===== src/rtl/multicycle_control_unit.sv =====
// Multi-cycle instruction sequencer: FETCH/DECODE/EXEC/MEM/WB with memory handshake,
// MEM timeout, illegal-opcode trap, halt request and a retired-instruction counter.
module multicycle_control_unit #(
  parameter int OP_W    = 3,
  parameter int TIMEOUT = 15,
  parameter int CNT_W   = 16
) (
  input  logic             clock,
  input  logic             reset,
  input  logic [OP_W-1:0]  opcode,
  input  logic             mem_ready,
  input  logic             halt_req,
  output logic             ir_load,
  output logic             pc_en,
  output logic             J,
  output logic             JC,
  output logic             NEQ,
  output logic             INA,
  output logic             SIN,
  output logic             SOUT,
  output logic             RM,
  output logic             WM,
  output logic             WR,
  output logic             busy,
  output logic             fault,
  output logic [CNT_W-1:0] instr_count,
  output logic [2:0]       state_o
);

  typedef enum logic [2:0] {
    S_FETCH  = 3'd0,
    S_DECODE = 3'd1,
    S_EXEC   = 3'd2,
    S_MEM    = 3'd3,
    S_WB     = 3'd4,
    S_HALT   = 3'd5
  } state_e;

  localparam int WAIT_W = (TIMEOUT > 0) ? $clog2(TIMEOUT + 1) : 1;

  state_e            state_q, state_d;
  logic [OP_W-1:0]   op_q, op_d;
  logic [WAIT_W-1:0] wait_q, wait_d;
  logic              fault_q, fault_d;
  logic [CNT_W-1:0]  count_q, count_d;

  logic illegal_op;
  logic timeout_hit;

  // Any opcode bit above bit 2 marks an instruction this datapath cannot execute.
  assign illegal_op  = |(opcode >> 3);
  assign timeout_hit = (TIMEOUT > 0) && (wait_q == WAIT_W'(TIMEOUT - 1));

  always_comb begin
    // NOTE: every signal gets a default before the case so no path can infer a latch.
    state_d = state_q;
    op_d    = op_q;
    wait_d  = '0;
    fault_d = fault_q;
    count_d = count_q;
    unique case (state_q)
      S_FETCH:  state_d = S_DECODE;
      S_DECODE: begin
        op_d = opcode;
        if (illegal_op) begin
          fault_d = 1'b1;
          state_d = S_HALT;
        end else begin
          state_d = S_EXEC;
        end
      end
      S_EXEC:   state_d = (op_q[2:1] == 2'b01) ? S_MEM : S_WB;
      S_MEM: begin
        if (mem_ready) begin
          state_d = S_WB;
        end else if (timeout_hit) begin
          fault_d = 1'b1;
          state_d = S_HALT;
        end else begin
          wait_d = wait_q + WAIT_W'(1);
        end
      end
      S_WB: begin
        count_d = count_q + CNT_W'(1);
        state_d = halt_req ? S_HALT : S_FETCH;
      end
      S_HALT:   if (!halt_req && !fault_q) state_d = S_FETCH;
      default:  state_d = S_FETCH;
    endcase
  end

  // NOTE: reset is synchronous here, and all state uses non-blocking assignments.
  always_ff @(posedge clock) begin
    if (reset) begin
      state_q <= S_FETCH;
      op_q    <= '0;
      wait_q  <= '0;
      fault_q <= 1'b0;
      count_q <= '0;
    end else begin
      state_q <= state_d;
      op_q    <= op_d;
      wait_q  <= wait_d;
      fault_q <= fault_d;
      count_q <= count_d;
    end
  end

  // Moore outputs; reset is folded in combinationally so everything reads 0 while it is held.
  always_comb begin
    ir_load     = 1'b0;
    pc_en       = 1'b0;
    J           = 1'b0;
    JC          = 1'b0;
    NEQ         = 1'b0;
    INA         = 1'b0;
    SIN         = 1'b0;
    SOUT        = 1'b0;
    RM          = 1'b0;
    WM          = 1'b0;
    WR          = 1'b0;
    busy        = 1'b0;
    fault       = 1'b0;
    instr_count = '0;
    state_o     = 3'd0;
    if (!reset) begin
      state_o     = state_q;
      busy        = (state_q != S_HALT);
      fault       = fault_q;
      instr_count = count_q;
      ir_load     = (state_q == S_FETCH);
      pc_en       = (state_q == S_WB);
      if (state_q == S_EXEC || state_q == S_MEM || state_q == S_WB) begin
        unique case (op_q[2:0])
          3'b000:  SOUT = 1'b1;
          3'b001:  begin INA = 1'b1; SIN = 1'b1; end
          3'b100:  J = 1'b1;
          3'b101:  JC = 1'b1;
          3'b111:  begin JC = 1'b1; NEQ = 1'b1; end
          default: ;
        endcase
      end
      RM = (state_q == S_MEM) && (op_q[2:0] == 3'b011);
      WM = (state_q == S_MEM) && (op_q[2:0] == 3'b010);
      WR = (state_q == S_WB)  && (op_q[2:0] == 3'b011 || op_q[2:0] == 3'b110);
    end
  end

endmodule


===== config.mk =====
export PLATFORM = sky130hd
export DESIGN_NAME = multicycle_control_unit
export DESIGN_NICKNAME = d
export VERILOG_FILES = /design/src/rtl/multicycle_control_unit.sv
export SDC_FILE = /design/constraint.sdc
export NUM_CORES = 1
export LEC_CHECK = 0
export ABC_CLOCK_PERIOD_IN_PS = 2500
export BUFFER_PORTS_ARGS = -buffer_cell sky130_fd_sc_hd__buf_4
export CAP_MARGIN = 20
export CORE_ASPECT_RATIO = 1.5
export CORE_MARGIN = 1
export CORE_UTILIZATION = 52
export CTS_CLUSTER_DIAMETER = 60
export DETAILED_ROUTE_END_ITERATION = 16
export PLACE_DENSITY_LB_ADDON = 0.1
export SLEW_MARGIN = 30
export SYNTH_ARGS = -nofsm -noshare
export SYNTH_HDL_FRONTEND = slang
export SYNTH_SLANG_ARGS = --single-unit

===== constraint.sdc =====
create_clock -name clock -period 2.5 [get_ports clock]
set_input_delay 0.5 -clock clock [delete_from_list [all_inputs] [get_ports clock]]
set_output_delay 0.5 -clock clock [all_outputs]
set_load 0.01 [all_outputs]

Yosys cells after proc, flatten, opt, wreduce, memory -nomap -nowiden
Index checks and enable logic that the tools add are counted.
W data, S select, Z words.
{ "classes": {"n_mux": 30, "n_eq_ne": 17, "bitwise_logic": 2, "n_reduce_logical": 15, "n_addsub": 2} }
{ "ops": {"columns": ["operator", "n"], "rows": [
  ["$mux W1", 22],
  ["$eq A3 B3 Y1 const B", 6],
  ["$mux W3", 6],
  ["$pmux W3 S6", 1],
  ["$add A16 B1 Y16 const B", 1],
  ["$mux W16", 1],
  ["$eq A3 B2 Y1 const B", 4],
  ["$eq A3 B1 Y1 const B", 2],
  ["$logic_not A3 Y1", 2],
  ["$ne A3 B3 Y1 const B", 2],
  ["$add A4 B1 Y4 const B", 1],
  ["$eq A4 B4 Y1 const B", 1],
  ["$logic_and A1 B1 Y1", 4],
  ["$reduce_or A4 Y1", 1],
  ["$logic_or A1 B1 Y1", 3],
  ["$reduce_and A3 Y1", 1],
  ["$eq A2 B1 Y1 const B", 1],
  ["$logic_not A1 Y1", 2],
  ["$ne A2 B2 Y1 const B", 1],
  ["$not A1 Y1", 2],
  ["$reduce_and A2 Y1", 1],
  ["$reduce_or A2 Y1", 1]
]} }
{ "totals": {"wordCells": 71, "ff_bits": 27, "output_inout_bits": 32} }

Logic depth before layout (Yosys ltp)
{ "logic_depth": {"word_depth": 5, "depth_mapped": 6} }

Worst setup path after synthesis
OpenSTA, ideal clock, no wires.
{ "synth_path": {"kind": "register to output", "startpoint": "reg state_q[0]", "endpoint": "out SIN", "path_buffers": 2, "required_ns": 2.000, "path_stages_with_launch": 7, "arrival_time_ns": 1.841, "setup_slack_ns": 0.159, "cell_sequence": "dfxtp_1 -> clkbuf_1 -> nor3b_2 -> nor2_1 -> or3_1 -> nor3b_1 -> buf_4"} }
{ "synth_between": {"elab_chain_len": 5, "elab_cells_between_ends": 7} }
{ "synth_rtl": {"columns": ["element", "line", "source"], "rows": [
  ["start: declaration", "41", "state_e state_q, state_d;"],
  ["start signal: assignment", "101", "state_q <= state_d;"],
  ["$eq A3 B2 Y1", "133", "if (state_q == S_EXEC || state_q == S_MEM || state_q == S_WB) begin"],
  ["$logic_or A1 B1 Y1", "133", null],
  ["$logic_or A1 B1 Y1 (*)", "133", null],
  ["$mux W1 (*) (2 in a row)", null, null],
  ["end: declaration", "19", "output logic SIN,"]
]} }
Mark *: on every way between the ends. The rest lies on a longest branch, timed or not.

Final worst setup path
{ "layout_path": {"startpoint": "reg state_q[0]", "endpoint": "out INA"} }
{ "layout_between": {"elab_chain_len": 5, "elab_cells_between_ends": 7} }
{ "layout_rtl": {"columns": ["element", "line", "source"], "rows": [
  ["$eq A3 B2 Y1", "133", null],
  ["$logic_or A1 B1 Y1", "133", null],
  ["$logic_or A1 B1 Y1 (*)", "133", null],
  ["$mux W1 (*)", "133", null],
  ["$mux W1 (*)", "126", "if (!reset) begin"],
  ["end: declaration", "18", "output logic INA,"]
]} }
Marked as above.

==> results.rst <==
.. list-table::
   :header-rows: 1

   * - Metric
     - Value
   * - Result of the run
     - finished clean
   * - Post-CTS Hold Buffers
     - 0
   * - VDD IR max
     - between 300 and 400 uV
   * - CP arrival
     - roughly 1.9 ns
   * - Detailed-route vias per instance
     - 5.37
   * - RSZ-0062 raised after global routing
     - false
   * - Cell at the root of the clock tree
     - sky130_fd_sc_hd__clkbuf_8
   * - Measured slew at the worst slew-check pin
     - roughly 0.44 ns
   * - GRT Total Usage
     - approximately 22%
   * - Horizontal die dimension
     - between 40 and 50 um
   * - Final clock skew
     - about 0.0038 ns
   * - Placement row count
     - 23
   * - Mean instance size in the synthesized netlist
     - 8.06 um2
   * - DRC
     - 0
   * - Path category of the worst min-delay check
     - input port to flip-flop
   * - Power Dens Cells
     - between 500 and 600 nW/um2
   * - Area of the core region
     - around 2700 um2
   * - Number of distinct standard cells referenced by the synthesized netlist
     - 34
   * - Most area-hungry cell type in the Yosys netlist
     - sky130_fd_sc_hd__dfxtp_1
   * - Critical Path Fanout Max
     - 11
   * - Worst-Skew Late Latency
     - 0.28 ns
   * - Synth cell count leaders
     - sky130_fd_sc_hd__nor2_1, sky130_fd_sc_hd__dfxtp_1, sky130_fd_sc_hd__nor2b_1, sky130_fd_sc_hd__nand2_1, sky130_fd_sc_hd__a21oi_1
   * - Antenna-violating nets left
     - 0
   * - Internal power contribution
     - 0.000678 W
   * - Routed length per placed instance
     - about 12 um
   * - Crit end category
     - output port
   * - Max capacitance violation total
     - 0
   * - Combinational cell fraction of total power
     - about a quarter
   * - Launching element type of the critical path
     - flip-flop
   * - Highest attainable clock frequency
     - 0.422 GHz
   * - Clk network pwr share
     - 25.1%
   * - Critical path required time
     - 2.00 ns
   * - Via count of the first global-routing pass
     - approximately 1200
   * - Area grow syn2layout
     - 23.0%
   * - Diodes inserted
     - 0
   * - Via count
     - around 1400
   * - Hold path cells
     - 2
   * - Die Outline Area
     - ~3100 um2
   * - Final hold viol count
     - 0
   * - HPWL after DPL
     - ~2300 um
   * - Top-level port count
     - 39
   * - Synthesis Warnings
     - 0
   * - Hold Worst Slack
     - between 0.4 and 0.5 ns
   * - Fraction of the cycle the final worst path needs
     - a little over nine tenths
   * - Async SR Flop Fraction
     - 0%
   * - Type of the setup path with the least slack
     - flip-flop to output port
   * - Worst slew margin relative to its limit
     - between 70% and 80%
   * - Setup TNS
     - 0 ns
   * - Top cells by area in the synthesized netlist
     - sky130_fd_sc_hd__dfxtp_1, sky130_fd_sc_hd__nor2b_1, sky130_fd_sc_hd__nor2_1
   * - Post-synthesis cell area
     - roughly 1500 um2
   * - Final Max Slew Viols
     - 0
   * - Number of failing setup endpoints in the final timing report
     - 0
   * - Wire length reported by the detailed router
     - roughly 3100 um
   * - Initial cell density of the core
     - 55.1%
   * - Number of I/O port buffers
     - 38
   * - Most Frequent Cell on Critical Path
     - sky130_fd_sc_hd__nor3b_2
   * - Proportion of netlist area held by the largest area contributor
     - between 30% and 40%
   * - First-pass GRT wire length
     - roughly 5000 um
   * - Critical Path Max Stage Delay
     - ~0.43 ns
   * - GRT overflow
     - 0
   * - Height of the die
     - 67.6 um
   * - Leakage
     - around 0.77 nW
   * - Net switching fraction of the power
     - around 34%
   * - Number of clock sinks seen by CTS
     - 27
   * - Proportion of layout cells with a drive suffix above 1
     - 25.3%
   * - Net Sw Power
     - ~0.00035 W
   * - Number of H-tree levels
     - 1
   * - Clock slew at reported path FFs
     - ~0.10 ns
   * - Fraction of power consumed by sequential logic
     - between 50% and 60%
   * - Register bit total from synthesis
     - 27
   * - Register area share after synthesis
     - a little over a third
   * - Post-Syn Nets
     - 195
   * - Layout Nets
     - around 230
   * - Largest net degree at the start of global routing
     - 48
   * - Most frequent cell after synthesis
     - sky130_fd_sc_hd__nor2_1
   * - Slowest stage cell on the critical path
     - sky130_fd_sc_hd__dfxtp_1
   * - Routability congestion estimate from global placement
     - 0.866
   * - First DRT Iteration DRCs
     - 29
   * - Worst-path cell chain
     - nor3b_2 -> nor2_1 -> or3_1 -> nor3b_2 -> buf_4
   * - Initial antenna violation count
     - 0
   * - Synth Flop Type
     - sky130_fd_sc_hd__dfxtp_1
   * - Final critical path time including I/O delays and setup
     - around 2.4 ns
   * - Number of iterations in the first detailed-routing pass
     - 4
   * - Logic depth of the worst register-to-register path
     - 4
   * - Count of mapped cells out of synthesis
     - 185
   * - Total clock buffers created by CTS
     - 3
   * - CTS tree
     - done
   * - Number of enable flip-flop cells after synthesis
     - 0
   * - Clock tree buffer depth
     - 2
## critical path: cells and delay by family (launching register included)
kind | cells | cell delay, ns
buf+inv | 1 | 0.16
flops | 1 | 0.43
simple gates | 4 | 0.99
## layer usage
| layer | track usage, % | vias to the layer above | part of all wire [%] |
|---|---|---|---|
| li1 | - | 692 | - |
| met1 | 23.5 | 617 | 40 |
| met2 | 40.5 | 47 | 54 |
| met3 | 3.21 | 7 | 4.2 |
| met4 | 10.7 | 0 | 1.8 |
| met5 | 0 | - | 0 |
## layout make-up
class,count,area (um2)
fillers,257,872
clock inverters,1,7.51
repair buffers,40,300
clock buffers,3,41.3
inverters,6,22.5
multi-input cells,140,872
well taps,37,46.3
flip-flops and latches,27,543
## cells by family after synthesis
| kind of cell | after synthesis | synth area share, % |
|---|---|---|
| AOI/OAI and AO/OA | 22 | 8.56 |
| xor gates and xnor gates | 12 | 7.05 |
| adders and majority gates | 3 | 2.52 |
| buffers and inverters | 18 | 5.54 |
| DFF | 27 | 36.3 |
| muxes | 5 | 4.03 |
| and+or+nand+nor | 98 | 36.0 |
## power groups by stage
| stage | sequential, W | clock (W) | combinational, W |
|---|---|---|---|
| final | 0.000520 | 0.000257 | 0.000246 |
| after global routing | 0.000526 | 0.000274 | 0.000272 |
| after CTS | 0.000515 | 0.000259 | 0.000241 |
| after detailed placement | 0.000524 | 0 | 0.000239 |
| after global placement | 0.000522 | 0 | 0.000230 |
| after floorplan | 0.000484 | 0 | 0.000207 |
## per-stage QoR
stage | setup WS (ns) | util [%] | cell area [um2] | std cells | power [W]
after global placement | 0.416 | 65.7 | 1780 | 250 | 0.000751
after CTS | 0.0270 | 67.5 | 1830 | 254 | 0.00101
after floorplan | 0.159 | - | 1490 | 185 | 0.000691
final | 0.132 | 67.8 | 1830 | 254 | 0.00102
after detailed placement | 0.291 | 65.7 | 1780 | 250 | 0.000764
after global routing | 0.0106 | 67.8 | 1830 | 254 | 0.00107
## registers in the layout, indices dropped and copies added, names as in the netlist
| signal | flops |
|---|---|
| wait_q | 4 |
| count_q | 16 |
| state_q | 3 |
| fault_q | 1 |
| op_q | 3 |
## worst paths after layout
| kind | to | from | slack [ns] |
|---|---|---|---|
| worst max-delay path | INA | state_q[0] | 0.13 |
| worst min-delay path | fault_q | mem_ready | 0.42 |
| worst max register to register | count_q[15] | state_q[0] | 0.45 |
| worst min register to register | wait_q[0] | wait_q[0] | 0.47 |
## cells in the final DEF (no fill, tap or decap), types with 5 or more instances in the layout
| cell type | count |
|---|---|
| sky130_fd_sc_hd__a21oi_1 | 10 |
| sky130_fd_sc_hd__o21ai_0 | 5 |
| sky130_fd_sc_hd__xnor2_1 | 8 |
| sky130_fd_sc_hd__nand4_1 | 5 |
| sky130_fd_sc_hd__nand2_1 | 14 |
| sky130_fd_sc_hd__nor2_1 | 28 |
| sky130_fd_sc_hd__nor3_1 | 9 |
| sky130_fd_sc_hd__inv_1 | 6 |
| sky130_fd_sc_hd__dfxtp_1 | 25 |
| sky130_fd_sc_hd__buf_4 | 40 |
| sky130_fd_sc_hd__nor2b_1 | 18 |
## repair_timing
action,CTS,global route
setup endpoints to repair,2,3
pin swaps,0,0
buffers inserted,0,0
resized for setup,1,2
hold endpoints to repair,0,0
No activity file was read; power rests on OpenSTA's default activity.
